## config.mk

```make
export PLATFORM = sky130hd
export DESIGN_NAME = vga_tmds_encoder
export DESIGN_NICKNAME = d
export VERILOG_FILES = /design/src/rtl/vga_tmds_encoder.sv
export SDC_FILE = /design/constraint.sdc
export NUM_CORES = 1
export LEC_CHECK = 0
export BUFFER_PORTS_ARGS = -buffer_cell sky130_fd_sc_hd__buf_2
export CORE_MARGIN = 5
export CORE_UTILIZATION = 45
export DETAILED_ROUTE_END_ITERATION = 7
export PLACE_DENSITY_LB_ADDON = 0.12
export SETUP_SLACK_MARGIN = 0.5
export SLEW_MARGIN = 20
export SYNTH_ARGS = -nofsm -noshare
export SYNTH_HDL_FRONTEND = slang
export SYNTH_SLANG_ARGS = --single-unit
```

## constraint.sdc

```tcl
create_clock -name clk -period 7.9 [get_ports clk]
set_input_delay 1.58 -clock clk [delete_from_list [all_inputs] [get_ports clk]]
set_output_delay 1.58 -clock clk [all_outputs]
set_load 0.005 [all_outputs]
```

## src/rtl/vga_tmds_encoder.sv

```systemverilog
// rtl/vga_tmds_encoder.sv - three-channel DVI TMDS encoder for 4-bit VGA RGB; colour bars with VGA_TMDS_TESTPAT_EN
module vga_tmds_encoder #(
    parameter int BAR_SHIFT = 6
) (
    input  logic       clk,
    input  logic       rst_n,
    input  logic [3:0] vga_red_i,
    input  logic [3:0] vga_green_i,
    input  logic [3:0] vga_blue_i,
    input  logic       horiz_sync,
    input  logic       vert_sync,
    input  logic       vga_de_i,
    input  logic       test_pat,
    output logic [9:0] tmds_red,
    output logic [9:0] tmds_green,
    output logic [9:0] tmds_blue
);

    localparam logic [9:0] TOK_00 = 10'b1101010100;
    localparam logic [9:0] TOK_01 = 10'b0010101011;
    localparam logic [9:0] TOK_10 = 10'b0101010100;
    localparam logic [9:0] TOK_11 = 10'b1010101011;

    function automatic logic [3:0] ones8(input logic [7:0] v);
        logic [3:0] n;
        n = '0;
        for (int i = 0; i < 8; i++) n = n + {3'b000, v[i]};
        return n;
    endfunction

    function automatic logic [8:0] stage1_qm(input logic [7:0] d);
        logic [8:0] q;
        logic [3:0] n1d;
        logic       use_xnor;
        n1d      = ones8(d);
        use_xnor = (n1d > 4'd4) || ((n1d == 4'd4) && !d[0]);
        q        = '0;
        q[0]     = d[0];
        for (int i = 1; i < 8; i++) q[i] = use_xnor ? ~(q[i-1] ^ d[i]) : (q[i-1] ^ d[i]);
        q[8] = ~use_xnor;
        return q;
    endfunction

    // Returns {next disparity, symbol}. diff = N1-N0 = 2*N1-8; the 5-bit wrap keeps N1=8 -> +8 exact.
    function automatic logic [14:0] stage2_sym(input logic [8:0] qm, input logic signed [4:0] cnt);
        logic [3:0]        n1;
        logic signed [4:0] diff;
        logic signed [4:0] nxt;
        logic [9:0]        sym;
        n1   = ones8(qm[7:0]);
        diff = $signed({n1, 1'b0}) - 5'sd8;
        if ((cnt == 5'sd0) || (diff == 5'sd0)) begin
            sym = {~qm[8], qm[8], qm[8] ? qm[7:0] : ~qm[7:0]};
            nxt = qm[8] ? (cnt + diff) : (cnt - diff);
        end else if (cnt[4] == diff[4]) begin
            sym = {1'b1, qm[8], ~qm[7:0]};
            nxt = cnt - diff + (qm[8] ? 5'sd2 : 5'sd0);
        end else begin
            sym = {1'b0, qm[8], qm[7:0]};
            nxt = cnt + diff - (qm[8] ? 5'sd0 : 5'sd2);
        end
        return {nxt, sym};
    endfunction

    logic [3:0] src_red, src_green, src_blue;

`ifdef VGA_TMDS_TESTPAT_EN
    logic [9:0] px;
    logic [2:0] bar;

    assign bar       = px[BAR_SHIFT+2:BAR_SHIFT];
    assign src_red   = test_pat ? {4{bar[2]}} : vga_red_i;
    assign src_green = test_pat ? {4{bar[1]}} : vga_green_i;
    assign src_blue  = test_pat ? {4{bar[0]}} : vga_blue_i;

    always_ff @(posedge clk or negedge rst_n) begin
        if (!rst_n)        px <= '0;
        else if (vga_de_i) px <= px + 10'd1;
        else               px <= '0;
    end
`else
    logic unused_cfg;

    assign unused_cfg = test_pat & (BAR_SHIFT > 0);
    assign src_red    = vga_red_i;
    assign src_green  = vga_green_i;
    assign src_blue   = vga_blue_i;
`endif

    logic [7:0]        d_red, d_green, d_blue;
    logic              de0, hs0, vs0;
    logic [8:0]        qm_red, qm_green, qm_blue;
    logic              de1, hs1, vs1;
    logic signed [4:0] cnt_red, cnt_green, cnt_blue;
    logic [14:0]       enc_red, enc_green, enc_blue;
    logic [9:0]        blue_tok;

    always_ff @(posedge clk or negedge rst_n) begin
        if (!rst_n) begin
            d_red   <= '0;
            d_green <= '0;
            d_blue  <= '0;
            de0     <= 1'b0;
            hs0     <= 1'b0;
            vs0     <= 1'b0;
        end else begin
            d_red   <= {src_red, src_red};
            d_green <= {src_green, src_green};
            d_blue  <= {src_blue, src_blue};
            de0     <= vga_de_i;
            hs0     <= horiz_sync;
            vs0     <= vert_sync;
        end
    end

    always_ff @(posedge clk or negedge rst_n) begin
        if (!rst_n) begin
            qm_red   <= '0;
            qm_green <= '0;
            qm_blue  <= '0;
            de1      <= 1'b0;
            hs1      <= 1'b0;
            vs1      <= 1'b0;
        end else begin
            qm_red   <= stage1_qm(d_red);
            qm_green <= stage1_qm(d_green);
            qm_blue  <= stage1_qm(d_blue);
            de1      <= de0;
            hs1      <= hs0;
            vs1      <= vs0;
        end
    end

    assign enc_red   = stage2_sym(qm_red, cnt_red);
    assign enc_green = stage2_sym(qm_green, cnt_green);
    assign enc_blue  = stage2_sym(qm_blue, cnt_blue);

    always_comb begin
        blue_tok = TOK_00;
        case ({vs1, hs1})
            2'b00:   blue_tok = TOK_00;
            2'b01:   blue_tok = TOK_01;
            2'b10:   blue_tok = TOK_10;
            default: blue_tok = TOK_11;
        endcase
    end

    // Blanking zeroes disparity so every active run starts balanced.
    always_ff @(posedge clk or negedge rst_n) begin
        if (!rst_n) begin
            tmds_red   <= TOK_00;
            tmds_green <= TOK_00;
            tmds_blue  <= TOK_00;
            cnt_red    <= '0;
            cnt_green  <= '0;
            cnt_blue   <= '0;
        end else if (de1) begin
            tmds_red   <= enc_red[9:0];
            tmds_green <= enc_green[9:0];
            tmds_blue  <= enc_blue[9:0];
            cnt_red    <= $signed(enc_red[14:10]);
            cnt_green  <= $signed(enc_green[14:10]);
            cnt_blue   <= $signed(enc_blue[14:10]);
        end else begin
            tmds_red   <= TOK_00;
            tmds_green <= TOK_00;
            tmds_blue  <= blue_tok;
            cnt_red    <= '0;
            cnt_green  <= '0;
            cnt_blue   <= '0;
        end
    end

endmodule

```

### Word level (Yosys, flattened, before mapping)

Cells that the tools add are included.

| operators by class | value |
|---|---|
| multiplexer cells | 52 |
| equal/unequal tests | 8 |
| reduce and logical (&&, ||, !) cells | 19 |
| magnitude comparators | 3 |
| $add $sub $neg | 57 |
| bitwise logic cells | 51 |

Operators by type and width:

| operator | number |
|---|---|
| adder 4 x 1 -> 4 bit | 24 |
| 2-to-1 mux 10 bit | 9 |
| 2-to-1 mux 5 bit | 12 |
| logical NOT 5 bit | 6 |
| one-hot mux 10 bit (3 select lines) | 1 |
| NOT 1 bit | 27 |
| adder 3 x 1 -> 4 bit | 6 |
| 2-to-1 mux 8 bit | 3 |
| NOT 8 bit | 3 |
| 2-to-1 mux 1 bit | 21 |
| XOR 1 bit | 21 |
| adder 2 x 1 -> 3 bit | 6 |
| adder 5 x 3 -> 5 bit | 3 |
| adder 5 bit | 3 |
| subtractor 5 x 3 -> 5 bit | 3 |
| subtractor 5 bit | 3 |
| subtractor 5 bit (second input constant) | 3 |
| adder 1 x 1 -> 2 bit | 6 |
| == test 4 x 3 -> 1 bit (second input constant) | 3 |
| > comparator 4 x 3 -> 1 bit (second input constant) | 3 |
| 2-to-1 mux 2 bit | 6 |
| logical OR 1 bit | 6 |
| == test 1 bit | 3 |
| logical AND 1 bit | 3 |
| 4 further kinds | 6 |

| storage, ports and cells | value |
|---|---|
| logic and storage cells | 208 |
| output and inout bits | 30 |
| input bits | 18 |
| register bits after elaboration | 102 |

### Logic depth before layout (Yosys ltp)

| logic depth | value |
|---|---|
| depth in word-level cells | 29 |
| gate-level depth with buffers | 15 |
| gate-level depth less buffers | 15 |

### Worst setup path before layout

No wires, ideal clock.

| path | value |
|---|---|
| path type | flip-flop to flip-flop |
| start | register qm_blue[0] |
| end | register cnt_blue[4] |
| clock period less this slack | 4.366 ns |
| setup time | 0.094 ns |
| setup slack | 3.534 ns |
| cell stages (with the launch flop) | 14 |
| arrival time | 4.272 ns |
| buffers on the path | 0 |
| data required time | 7.806 ns |
| cells stage by stage | dfrtp_1 > fa_1 > inv_1 > fa_1 > fa_1 > inv_1 > ha_1 > fa_1 > fa_1 > and3b_1 > a31o_1 > a2111oi_2 > o21ai_1 > a211oi_1 |

| between the ends | value |
|---|---|
| cells in the longest elaborated chain, start to end | 13 |
| elaborated cells on any way between the ends | 19 |
| classes of those cells | add/sub (12); eq/ne (1); mux (4); reduce/logical (2) |

RTL lines:

| item | line | source |
|---|---|---|
| start, declared | 92 | `logic [8:0] qm_red, qm_green, qm_blue;` |
| start signal, assigned | 127 | `qm_blue <= stage1_qm(d_blue);` |
| adder 1 x 1 -> 2 bit (*) | 27 | `for (int i = 0; i < 8; i++) n = n + {3'b000, v[i]};` |
| adder 2 x 1 -> 3 bit (*) | 27 |  |
| adder 3 x 1 -> 4 bit (*) | 27 |  |
| adder 4 x 1 -> 4 bit (*) (4 in series) | 27 |  |
| subtractor 5 bit (*) | 51 | `diff = $signed({n1, 1'b0}) - 5'sd8;` |
| adder 5 bit / subtractor 5 bit (equally long branches) | 54, 60, 57 |  |
| subtractor 5 x 3 -> 5 bit / adder 5 x 3 -> 5 bit (equally long branches) | 60, 57 |  |
| 2-to-1 mux 5 bit | 55 | `end else if (cnt[4] == diff[4]) begin` |
| 2-to-1 mux 5 bit (*) | 52 | `if ((cnt == 5'sd0) \|\| (diff == 5'sd0)) begin` |
| 2-to-1 mux 5 bit (*) | 157 | `end else if (de1) begin` |
| end signal, assigned | 163 | `cnt_blue <= $signed(enc_blue[14:10]);` |
| end, declared | 94 | `logic signed [4:0] cnt_red, cnt_green, cnt_blue;` |

Mark *: on every way between the ends. The rest lies on a longest branch, timed or not.

### Worst setup path in the final report

Same ends and word-level chain as after synthesis.

==> impl_metrics.prom <==
# TYPE chip_impl_metric gauge
chip_impl_metric{name="global_route.usage.total",unit=""} 0.154
chip_impl_metric{name="holdBufCountCts",unit=""} 0
chip_impl_metric{name="dr_total_vias",unit=""} 3626
chip_impl_metric{name="drt-initial-drc-count",unit=""} 175
chip_impl_metric{name="global_route.overflow_total",unit=""} 0
chip_impl_metric{name="postSynth.asyncResetShare",unit=""} 1.00
chip_impl_info{name="dominantRegCellSynth",value="dfrtp_1"} 1
chip_impl_info{name="mostFrequentLayoutCell",value="inv_1"} 1
chip_impl_metric{name="arrival_worst_endpoint",unit="ns"} 4.97
chip_impl_metric{name="detail_route.drc_violations",unit=""} 0
chip_impl_metric{name="initial_utilization",unit=""} 0.459
chip_impl_metric{name="report.final.hold_viol_count",unit=""} 0
chip_impl_info{name="yosys.area.top_type",value="dfrtp_1"} 1
chip_impl_metric{name="maxClockFrequency",unit="GHz"} 0.212
chip_impl_metric{name="io_pins",unit=""} 48
chip_impl_metric{name="post_synth_num_cell_types",unit=""} 56
chip_impl_metric{name="drive_gt1_frac",unit=""} 0.164
chip_impl_metric{name="maximum_number_of_pins_on_one_net_before_global_route_repair",unit=""} 46
chip_impl_metric{name="port_buffers",unit=""} 46
chip_impl_info{name="ys_top_cells_by_area",value="dfrtp_1, ha_1, fa_1, xnor2_1, dfstp_2"} 1
chip_impl_info{name="setup.worst_path.start_class",value="flop"} 1
chip_impl_metric{name="placedCellCount",unit=""} 734
chip_impl_info{name="tritoncts",value="yes"} 1
chip_impl_metric{name="cts_resized",unit=""} 0
chip_impl_metric{name="place_hpwl",unit="mm"} 7.97
chip_impl_metric{name="clkTransAtPathRegs",unit="ns"} 0.06
chip_impl_info{name="worstSetupEndpointType",value="flop"} 1
chip_impl_metric{name="grt_pass1_vias",unit=""} 3810
chip_impl_metric{name="post_cts_buffers",unit=""} 0
chip_impl_metric{name="totalWireLength",unit="mm"} 10.4
chip_impl_metric{name="final_nets",unit=""} 682
chip_impl_info{name="clockRootBuffer",value="clkbuf_16"} 1
chip_impl_info{name="worstSetupPathType",value="reg2reg"} 1
chip_impl_metric{name="tightestPinTransition",unit="ns"} 1.01
chip_impl_metric{name="synth_area",unit="um^2"} 5770
chip_impl_metric{name="die_area",unit="um^2"} 15200
chip_impl_metric{name="initial_antenna_violation_count",unit=""} 0
chip_impl_metric{name="timing.max_slew.rel_slack",unit=""} 0.321
chip_impl_metric{name="drv_cap",unit=""} 0
chip_impl_metric{name="ctsHtreeMaxLevel",unit=""} 3
chip_impl_metric{name="die-width",unit="um"} 123
chip_impl_info{name="setup_repair_after_global_routing_missed_its_margin",value="no"} 1
chip_impl_metric{name="synth-edff-count",unit=""} 0
chip_impl_metric{name="pre_cts_ws",unit="ns"} 3.19
chip_impl_metric{name="synthCells",unit=""} 525
chip_impl_metric{name="drt-wirelength-per-cell",unit="um"} 13.9
chip_impl_metric{name="fillerInstances",unit=""} 1148
chip_impl_metric{name="timing.final.ws_setup",unit="ns"} 3.17
chip_impl_metric{name="layout-area-overhead-vs-synth",unit="%"} 12.7
chip_impl_metric{name="finalSetupViolations",unit=""} 0
chip_impl_metric{name="synth.yosys.seq_area_share",unit=""} 0.381
chip_impl_metric{name="numClockSinks",unit=""} 87
chip_impl_metric{name="viasPerCell",unit=""} 4.83
chip_impl_metric{name="gp_routability_congestion",unit=""} 0.791
chip_impl_metric{name="fin_tns_setup",unit="ns"} 0
chip_impl_metric{name="synth_seq_cells",unit=""} 87
chip_impl_metric{name="num_antenna_cells",unit=""} 0
chip_impl_metric{name="required",unit="ns"} 8.14
chip_impl_metric{name="critPathMaxFanout",unit=""} 4
chip_impl_metric{name="placeableCoreArea",unit="um^2"} 12600
chip_impl_metric{name="finish.instance_area",unit="um^2"} 6500
chip_impl_metric{name="drt.antenna.violating_nets",unit=""} 0
chip_impl_metric{name="synth-warning-count",unit=""} 0
chip_impl_metric{name="synth_largest_type_area_fraction",unit=""} 0.312
chip_impl_metric{name="grt_pass1_wl",unit="mm"} 18.2
chip_impl_metric{name="postSynthAreaPerCell",unit="um^2"} 11.0
chip_impl_info{name="timing.hold.worst.class",value="reg2reg"} 1
chip_impl_metric{name="skew",unit="ns"} 0.00383
chip_impl_metric{name="finalMaxSlewViolations",unit=""} 0
chip_impl_info{name="status",value="completed"} 1
chip_impl_metric{name="numCtsBuffers",unit=""} 9
chip_impl_metric{name="final_cells",unit=""} 750
chip_impl_metric{name="clockBufferDepth",unit=""} 2
chip_impl_metric{name="period_needed",unit="ns"} 4.73
chip_impl_metric{name="die_height",unit="um"} 123
chip_impl_metric{name="synthesis.nets",unit=""} 634
chip_impl_metric{name="final.period_utilization",unit=""} 0.598
chip_impl_metric{name="floorplan.rows",unit=""} 41
chip_impl_metric{name="clkLatencyLatePin",unit="ns"} 0.34
chip_impl_metric{name="firstDrtPassIters",unit=""} 4
chip_impl_metric{name="placement.cell_area",unit="um^2"} 6180
chip_impl_info{name="layout.cells.most_common_list",value="inv_1, dfrtp_1, ha_1, xnor2_1, buf_2"} 1
## area by class of cell
cell class	instances	area, um^2	area share
multi-input combinational	353	3250	0.500
sequential	87	2200	0.338
inverter	75	282	0.0433
timing repair buffer	47	240	0.0369
clock buffer	9	225	0.0346
tap	172	215	0.0331
clock inverter	7	95.1	0.0146
## metrics by stage
stage                      util  hold slack [ns]
after floorplan               -            0.331
after global placement    0.492            0.337
after detailed placement  0.492            0.336
after CTS                 0.517            0.352
after global routing      0.517            0.354
final                     0.517            0.349
## path summary, 6_finish.rpt
kind	from	to	slack [ns]	cells past startpoint
max in group asynchronous	rst_n	tmds_blue[6]$_DFF_PN1_	5.71	2
max	qm_blue[0]$_DFF_PN0_	cnt_blue[4]$_DFF_PN0_	3.17	13
min reg2reg	hs0$_DFF_PN0_	hs1$_DFF_PN0_	0.35	0
min in group asynchronous	rst_n	d_red[4]$_DFF_PN0_	1.22	1
max reg2reg	qm_blue[0]$_DFF_PN0_	cnt_blue[4]$_DFF_PN0_	3.17	13
min	hs0$_DFF_PN0_	hs1$_DFF_PN0_	0.35	0
## synthesized netlist by cell type (5+ instances only)
| cell type | number |
|---|---|
| fa_1 | 29 |
| o21ai_1 | 12 |
| ha_1 | 62 |
| inv_1 | 74 |
| a21o_1 | 9 |
| nand3_1 | 5 |
| a21oi_1 | 15 |
| mux2i_1 | 10 |
| xnor2_1 | 49 |
| nor2_1 | 31 |
| xor2_1 | 26 |
| clkbuf_1 | 7 |
| o21ai_0 | 7 |
| o211ai_1 | 8 |
| dfstp_2 | 15 |
| nand2_1 | 27 |
| nor3_1 | 5 |
| dfrtp_1 | 72 |
## worst max-delay path: stages (launching register included)
cell	delay (ns)
dfrtp_1	0.41
fa_1	0.54
inv_1	0.05
fa_1	0.46
fa_1	0.49
inv_1	0.04
ha_1	0.19
fa_1	0.60
fa_1	0.60
and3b_1	0.18
a31o_1	0.22
a2111oi_2	0.43
o21ai_1	0.14
a211oi_1	0.28
## per-layer routing
layer  track usage  part of all wire
met5             0                 0
met4        0.0671             0.018
met3        0.0270             0.027
met2         0.245              0.47
met1         0.207              0.48
## state kept, by name, summed over array words and instances, names as in the netlist, 9 cells and up
| register | count |
|---|---|
| qm_green | 9 |
| tmds_blue | 10 |
| qm_blue | 9 |
| tmds_red | 10 |
| tmds_green | 10 |
| qm_red | 9 |
## cell families after synthesis
| family | synth area share |
|---|---|
| AO/OA/AOI/OAI | 0.0957 |
| AND/OR/NAND/NOR | 0.0820 |
| multiplexers | 0.0310 |
| XOR/XNOR | 0.120 |
| flip-flops | 0.381 |
| buffers and inverters | 0.0560 |
| adder cells (fa/ha/maj) | 0.235 |
Power is not shown: default switching activity piles up to over one toggle a cycle in this logic, so the estimate is an artifact.
